$ cat config.mk
export PLATFORM = sky130hd
export DESIGN_NAME = alu_issue
export DESIGN_NICKNAME = d
export VERILOG_FILES = /design/src/rtl/alu_issue.sv
export SDC_FILE = /design/constraint.sdc
export NUM_CORES = 1
export LEC_CHECK = 0
export CORE_AREA = 3 3 99 101
export DETAILED_ROUTE_END_ITERATION = 7
export DIE_AREA = 0 0 102 104
export PLACE_DENSITY = 0.72
export SLEW_MARGIN = 30
export SYNTH_ARGS = -nofsm -noshare
export SYNTH_HDL_FRONTEND = slang
export SYNTH_SLANG_ARGS = --single-unit
$ cat constraint.sdc
create_clock -name clk -period 2.3 [get_ports clk]
set_input_delay 0.46 -clock clk [delete_from_list [all_inputs] [get_ports clk]]
set_output_delay 0.46 -clock clk [all_outputs]
set_load 0.01 [all_outputs]
$ cat src/rtl/alu_issue.sv
`default_nettype none
// ============================================================================
// Module   : alu_issue
// Purpose  : Command FIFO and result register in front of the 8-bit
//            combinational ALU. Also flags divide-by-zero results.
// Revision : 1.0  initial release
// ============================================================================
module alu_issue #(
  parameter int DEPTH = 4
) (
  input  logic                   clk,
  input  logic                   rst,
  input  logic                   in_valid,
  output logic                   in_ready,
  input  logic [7:0]             in_a,
  input  logic [7:0]             in_b,
  input  logic [3:0]             in_op,
  output logic [7:0]             alu_a,
  output logic [7:0]             alu_b,
  output logic [3:0]             alu_op,
  input  logic [7:0]             alu_out,
  output logic                   res_valid,
  input  logic                   res_ready,
  output logic [7:0]             res_data,
  output logic [3:0]             res_op,
  output logic                   res_dz,
  output logic [$clog2(DEPTH):0] count
);

  localparam int              c_AW      = $clog2(DEPTH);
  localparam int              c_CW      = c_AW + 1;
  localparam logic [c_CW-1:0] c_DEPTH   = c_CW'(DEPTH);
  localparam logic [3:0]      c_OP_DIV  = 4'b0011;
  localparam logic [0:0]      c_R_EMPTY = 1'b0;
  localparam logic [0:0]      c_R_FULL  = 1'b1;

  logic [7:0]      r_mem_a  [DEPTH];
  logic [7:0]      r_mem_b  [DEPTH];
  logic [3:0]      r_mem_op [DEPTH];
  logic [c_AW-1:0] r_wptr;
  logic [c_AW-1:0] r_rptr;
  logic [c_CW-1:0] r_count;
  logic [0:0]      r_state;
  logic [7:0]      r_res_data;
  logic [3:0]      r_res_op;
  logic            r_res_dz;

  logic            w_nonempty;
  logic            w_push;
  logic            w_issue;
  logic            w_div_zero;
  logic [7:0]      w_head_a;
  logic [7:0]      w_head_b;
  logic [3:0]      w_head_op;

  assign w_nonempty = (r_count != '0);
  assign in_ready   = (r_count < c_DEPTH);
  assign w_push     = in_valid & in_ready;
  // The result register frees up in the same cycle it is accepted downstream.
  assign w_issue    = w_nonempty & ((r_state == c_R_EMPTY) | res_ready);

  assign w_head_a   = r_mem_a[r_rptr];
  assign w_head_b   = r_mem_b[r_rptr];
  assign w_head_op  = r_mem_op[r_rptr];
  assign w_div_zero = (w_head_op == c_OP_DIV) && (w_head_b == 8'h00);

  assign alu_a  = w_nonempty ? w_head_a  : 8'h00;
  assign alu_b  = w_nonempty ? w_head_b  : 8'h00;
  assign alu_op = w_nonempty ? w_head_op : 4'h0;

  // Storage needs no reset: entries are only visible while count covers them.
  always_ff @(posedge clk) begin
    if (w_push) begin
      r_mem_a[r_wptr]  <= in_a;
      r_mem_b[r_wptr]  <= in_b;
      r_mem_op[r_wptr] <= in_op;
    end
  end

  always_ff @(posedge clk or posedge rst) begin
    if (rst) begin
      r_wptr  <= '0;
      r_rptr  <= '0;
      r_count <= '0;
    end else begin
      if (w_push) begin
        r_wptr <= r_wptr + 1'b1;
      end
      if (w_issue) begin
        r_rptr <= r_rptr + 1'b1;
      end
      case ({w_push, w_issue})
        2'b10:   r_count <= r_count + 1'b1;
        2'b01:   r_count <= r_count - 1'b1;
        default: r_count <= r_count;
      endcase
    end
  end

  always_ff @(posedge clk or posedge rst) begin
    if (rst) begin
      r_state    <= c_R_EMPTY;
      r_res_data <= 8'h00;
      r_res_op   <= 4'h0;
      r_res_dz   <= 1'b0;
    end else if (w_issue) begin
      r_state  <= c_R_FULL;
      r_res_op <= w_head_op;
      if (w_div_zero) begin
        r_res_data <= 8'hFF;
        r_res_dz   <= 1'b1;
      end else begin
        r_res_data <= alu_out;
        r_res_dz   <= 1'b0;
      end
    end else if ((r_state == c_R_FULL) && res_ready) begin
      r_state <= c_R_EMPTY;
    end
  end

  assign res_valid = (r_state == c_R_FULL);
  assign res_data  = r_res_data;
  assign res_op    = r_res_op;
  assign res_dz    = r_res_dz;
  assign count     = r_count;

endmodule
`default_nettype wire

==> results by stage <==
STA:
- Across all setup checks in the final design, the least slack found is -0.01535 ns.
- The actual transition at the worst max-transition pin is 0.3326 ns.
- Between clock sinks in the finished design, the worst skew comes to 0.01095 ns.
- Setup repair after global routing could not meet its margin everywhere.
- In this run the tightest slew margin relative to its limit is 0.7766.
- The number of max-slew violations in the final report came to 0.
- In the finished design, the share of the clock period the worst path needs comes to 1.007.
- Timing would allow up to 0.4319 GHz.
- The shortest clock period the worst path allows after layout is 2.315 ns.
- The number of failing hold endpoints at the final stage is 0.
- Setup violations remaining at the end of the flow were counted as 3.

Global routing:
- The initial antenna violation count is 0.
- The pin count of the biggest net entering global routing is 22.
- The global-route met3 utilization is 0.03152.
- In the global route stage, met1 resource usage came out at 0.2152.
- In the global route stage, overall resource usage came out at 0.1559.
- The total overflow left after global routing is 0.
- The wire length of the first global-routing pass is 12,390 µm.
- The met2 demand-to-capacity share in global routing is 0.2456.
- After global routing, the most crowded layer is met2.
- The via count of the first global-routing pass is 2,374.

Synth:
- The post-synthesis average cell area is 17.72 µm².
- The number of warning messages in the yosys log is 0.
- The synthesized netlist occupies a cell area of 4058 µm².
- The sequential cell area fraction in the yosys report is 0.7216.
- The flop and latch count out of synthesis is 101.
- The synthesized netlist net count is 267.
- In the post-synthesis netlist, the biggest area contributors are sky130_fd_sc_hd__edfxtp_1 (59%), sky130_fd_sc_hd__dfrtp_1 (13%), sky130_fd_sc_hd__mux4_2 (6.7%), sky130_fd_sc_hd__mux4_1 (5.2%), sky130_fd_sc_hd__nor2b_1 (3.4%).
- In the synthesized netlist, the cells that appear most often are sky130_fd_sc_hd__edfxtp_1 (80), sky130_fd_sc_hd__nand2_1 (32), sky130_fd_sc_hd__nor2b_1 (22).
- The most used flip-flop cell after synthesis is sky130_fd_sc_hd__edfxtp_1.
- Yosys mapped a number of flops with a built-in enable equal to 80.
- For this run, asynchronously set or reset flops after synthesis account for 0.2079.
- The most common cell in the netlist is sky130_fd_sc_hd__edfxtp_1.
- The share of synthesized area in the top cell type comes to 0.5920.
- Synthesis handed over a netlist of 229 instances.
- The netlist uses 27 different library cells.
- The post-synthesis cell type with the largest combined area is sky130_fd_sc_hd__edfxtp_1.

Power:
- The share of total power dissipated in combinational logic is 0.481.
- The leakage power is 2.110 nW.
- Of the total power, registers draw 0.365.
- The internal power of the cells is 4.669 mW.
- The clock network power share is 0.154.
- The maximum resistive drop on vdd is 599.5 µV.
- The power density over cell area is 1262 nW/µm².
- In this run the power spent charging and discharging nets is 2.216 mW.
- Of the total power, the share spent switching nets is 0.3218.
- The total power after layout is 6.885 mW.

Die:
- 70 I/O pins were placed.
- The horizontal die dimension is 102 µm.
- After floorplanning, the core was divided into 35 placement rows.
- The die covers 10,610 µm².
- The area of the placeable core is 9109 µm².
- For this configuration, the core starts out at a cell density of 0.4455.
- The die is 104 µm tall.

Finish:
- The fraction of layout cells with a size suffix above 1 is 0.3382.
- With fillers left out, the area of the finished cells amounts to 5455 µm².
- The layout overhead on the synthesized area is 34.44%.
- The total inserted antenna cells is 0.
- The final instance count without filler cells is 457.
- The core utilization of the finished layout is 0.5989.
- At the end of the flow, the number of nets in the layout was 379.

CTS:
- The H-tree was split into 3 levels.
- Clock-pin slew was measured on the worst setup and hold paths at 0.11 ns.
- The source-to-sink clock delay at the later pin of the worst-skew pair is 0.36 ns.
- Counting the buffers created by CTS gives 9.
- The CTS root buffer is sky130_fd_sc_hd__clkbuf_8.
- The tree built by TritonCTS fans out to 101 sinks.
- TritonCTS built the clock tree.
- The maximum count of clock buffers along a single path is 2.

Flow run:
- Max-cap violations in this run came to 0.

Placement:
- Input and output buffers added on the ports amount to 69.
- The number of placed instances, taps included is 425.
- OpenSTA, run right after detailed placement, puts the worst setup slack at -0.09524 ns.
- The detailed-placement wirelength estimate is 5015 µm.
- In this run the cell area measured after placement is 5116 µm².
- Routability-driven placement finished with a final weighted congestion of 0.7100.

Drt:
- Dividing the detail-routed wire length by the instance count gives 17.25 µm.
- The number of DRC markers after the initial detailed-route iteration is 95.
- The DRC violation count after routing is 0.
- The total via count in the routed design is 2,293.
- The remaining antenna violation count after routing is 0.
- The first TritonRoute pass finished after 4 iterations.
- After detailed routing, the number of vias per cell comes to 5.018.
- The total wire length after detailed routing is 7881 µm.

Run status:
- The final reports fail on negative setup slack.
- The flow ran to the end, but the final reports show violations.

Setup path:
- The maximum fanout along the worst path is 5.
- The category of the worst setup path launch point is a flop.
- The arrival time of the worst setup path is 1.86 ns.
- Walking the worst path, the cells encountered are buf_6, buf_4, mux4_2, nor2b_1, buf_2.
- The setup path with the least slack is of type flop to output port.
- The endpoint required time on the critical path is 1.84 ns.
- STA classifies the critical path endpoint as an output port.
- The peak per-stage delay on the critical path is 0.49 ns.
- The library cell contributing the largest single delay on the critical path is sky130_fd_sc_hd__mux4_2.

Hold path:
- The min-delay analysis places its worst path in the category input pin to async pin.
## path summary, 6_finish.rpt
path,startpoint,to,slack [ns],depth (start not counted)
hold reg to reg,res_op[1],res_op[1],0.49,2
setup / recovery,r_rptr[0],alu_b[5],-0.02,5
max in group asynchronous,rst,r_rptr[0],1.63,3
min in group clk,res_op[1],res_op[1],0.49,2
hold / removal,rst,count[1],0.43,3
setup reg to reg,r_rptr[0],res_data[7],0.09,8
## sequential cells by signal, indices dropped and copies added (netlist names)
name / count
r_mem_op: 16
res_op: 4
r_mem_a: 32
res_valid: 1
r_rptr: 2
res_dz: 1
res_data: 8
r_mem_b: 32
r_wptr: 2
count: 3
## repair_timing
item,CTS,global route
buffers inserted,13,4
hold buffers,0,0
gates cloned,1,0
endpoints found under the setup margin,20,19
resized for setup,104,21
## layout make-up
type | instances | area (µm²)
multi-input cells | 109 | 1100
flip-flops and latches | 101 | 2929
clock buffers | 9 | 123.9
fillers | 702 | 3654
repair buffers | 111 | 1067
clock inverters | 7 | 62.56
inverters | 9 | 33.78
well taps | 111 | 138.9
## kinds of logic after synthesis
logic type / count (synthesis) / synth area share
AND/OR/NAND/NOR: 75 / 0.1033
buffers and inverters: 19 / 0.01973
XOR/XNOR: 6 / 0.01295
adder cells (fa/ha/maj): 6 / 0.02035
flip-flops: 101 / 0.7216
multiplexers: 21 / 0.1209
AO/OA/AOI/OAI: 1 / 0.001232
## cell usage in the layout, fill, tap and decap left out, types with 2 or more instances in the layout
master / instances
sky130_fd_sc_hd__nor3_2: 2
sky130_fd_sc_hd__and2_1: 4
sky130_fd_sc_hd__edfxtp_1: 80
sky130_fd_sc_hd__buf_12: 6
sky130_fd_sc_hd__xnor2_1: 5
sky130_fd_sc_hd__clkbuf_8: 9
sky130_fd_sc_hd__inv_8: 2
sky130_fd_sc_hd__nor2b_1: 12
sky130_fd_sc_hd__inv_6: 3
sky130_fd_sc_hd__buf_6: 17
sky130_fd_sc_hd__buf_4: 28
sky130_fd_sc_hd__nand3_1: 7
sky130_fd_sc_hd__clkbuf_2: 2
sky130_fd_sc_hd__nor2b_4: 10
sky130_fd_sc_hd__inv_1: 8
sky130_fd_sc_hd__nand2_1: 32
sky130_fd_sc_hd__ha_1: 5
sky130_fd_sc_hd__clkdlybuf4s50_1: 49
sky130_fd_sc_hd__mux4_2: 20
sky130_fd_sc_hd__dfrtp_1: 20
sky130_fd_sc_hd__buf_2: 9
## critical path: cells and delay by family (launching register included)
kind          cells  cell delay, ns
buf+inv           3            0.41
flops             1            0.46
mux               1            0.49
simple gates      1            0.14
## metal layers
metal | part of all wire | up-vias
met4 | 0.014 | 0
met1 | 0.44 | 1144
met5 | 0 | -
li1 | - | 1070
met3 | 0.052 | 8
met2 | 0.49 | 71
## power by group through the flow
stage                     Sequential, mW  Clock [mW]  Combinational, mW
final                               2.51        1.06               3.31
after floorplan                     2.57           0               1.42
after global placement              2.52           0               2.93
after detailed placement            2.55           0               2.98
after CTS                           2.52        1.10               3.19
after global routing                2.54        1.18               3.59
## stage by stage
stage	hold slack (ns)	TNS [ns]
after floorplan	0.4365	0
after global placement	0.4602	-0.05336
after detailed placement	0.4706	-0.1126
after CTS	0.4242	-0.1717
after global routing	0.4347	-0.8027
final	0.4268	-0.02525
(Power assumes the default switching activity.)
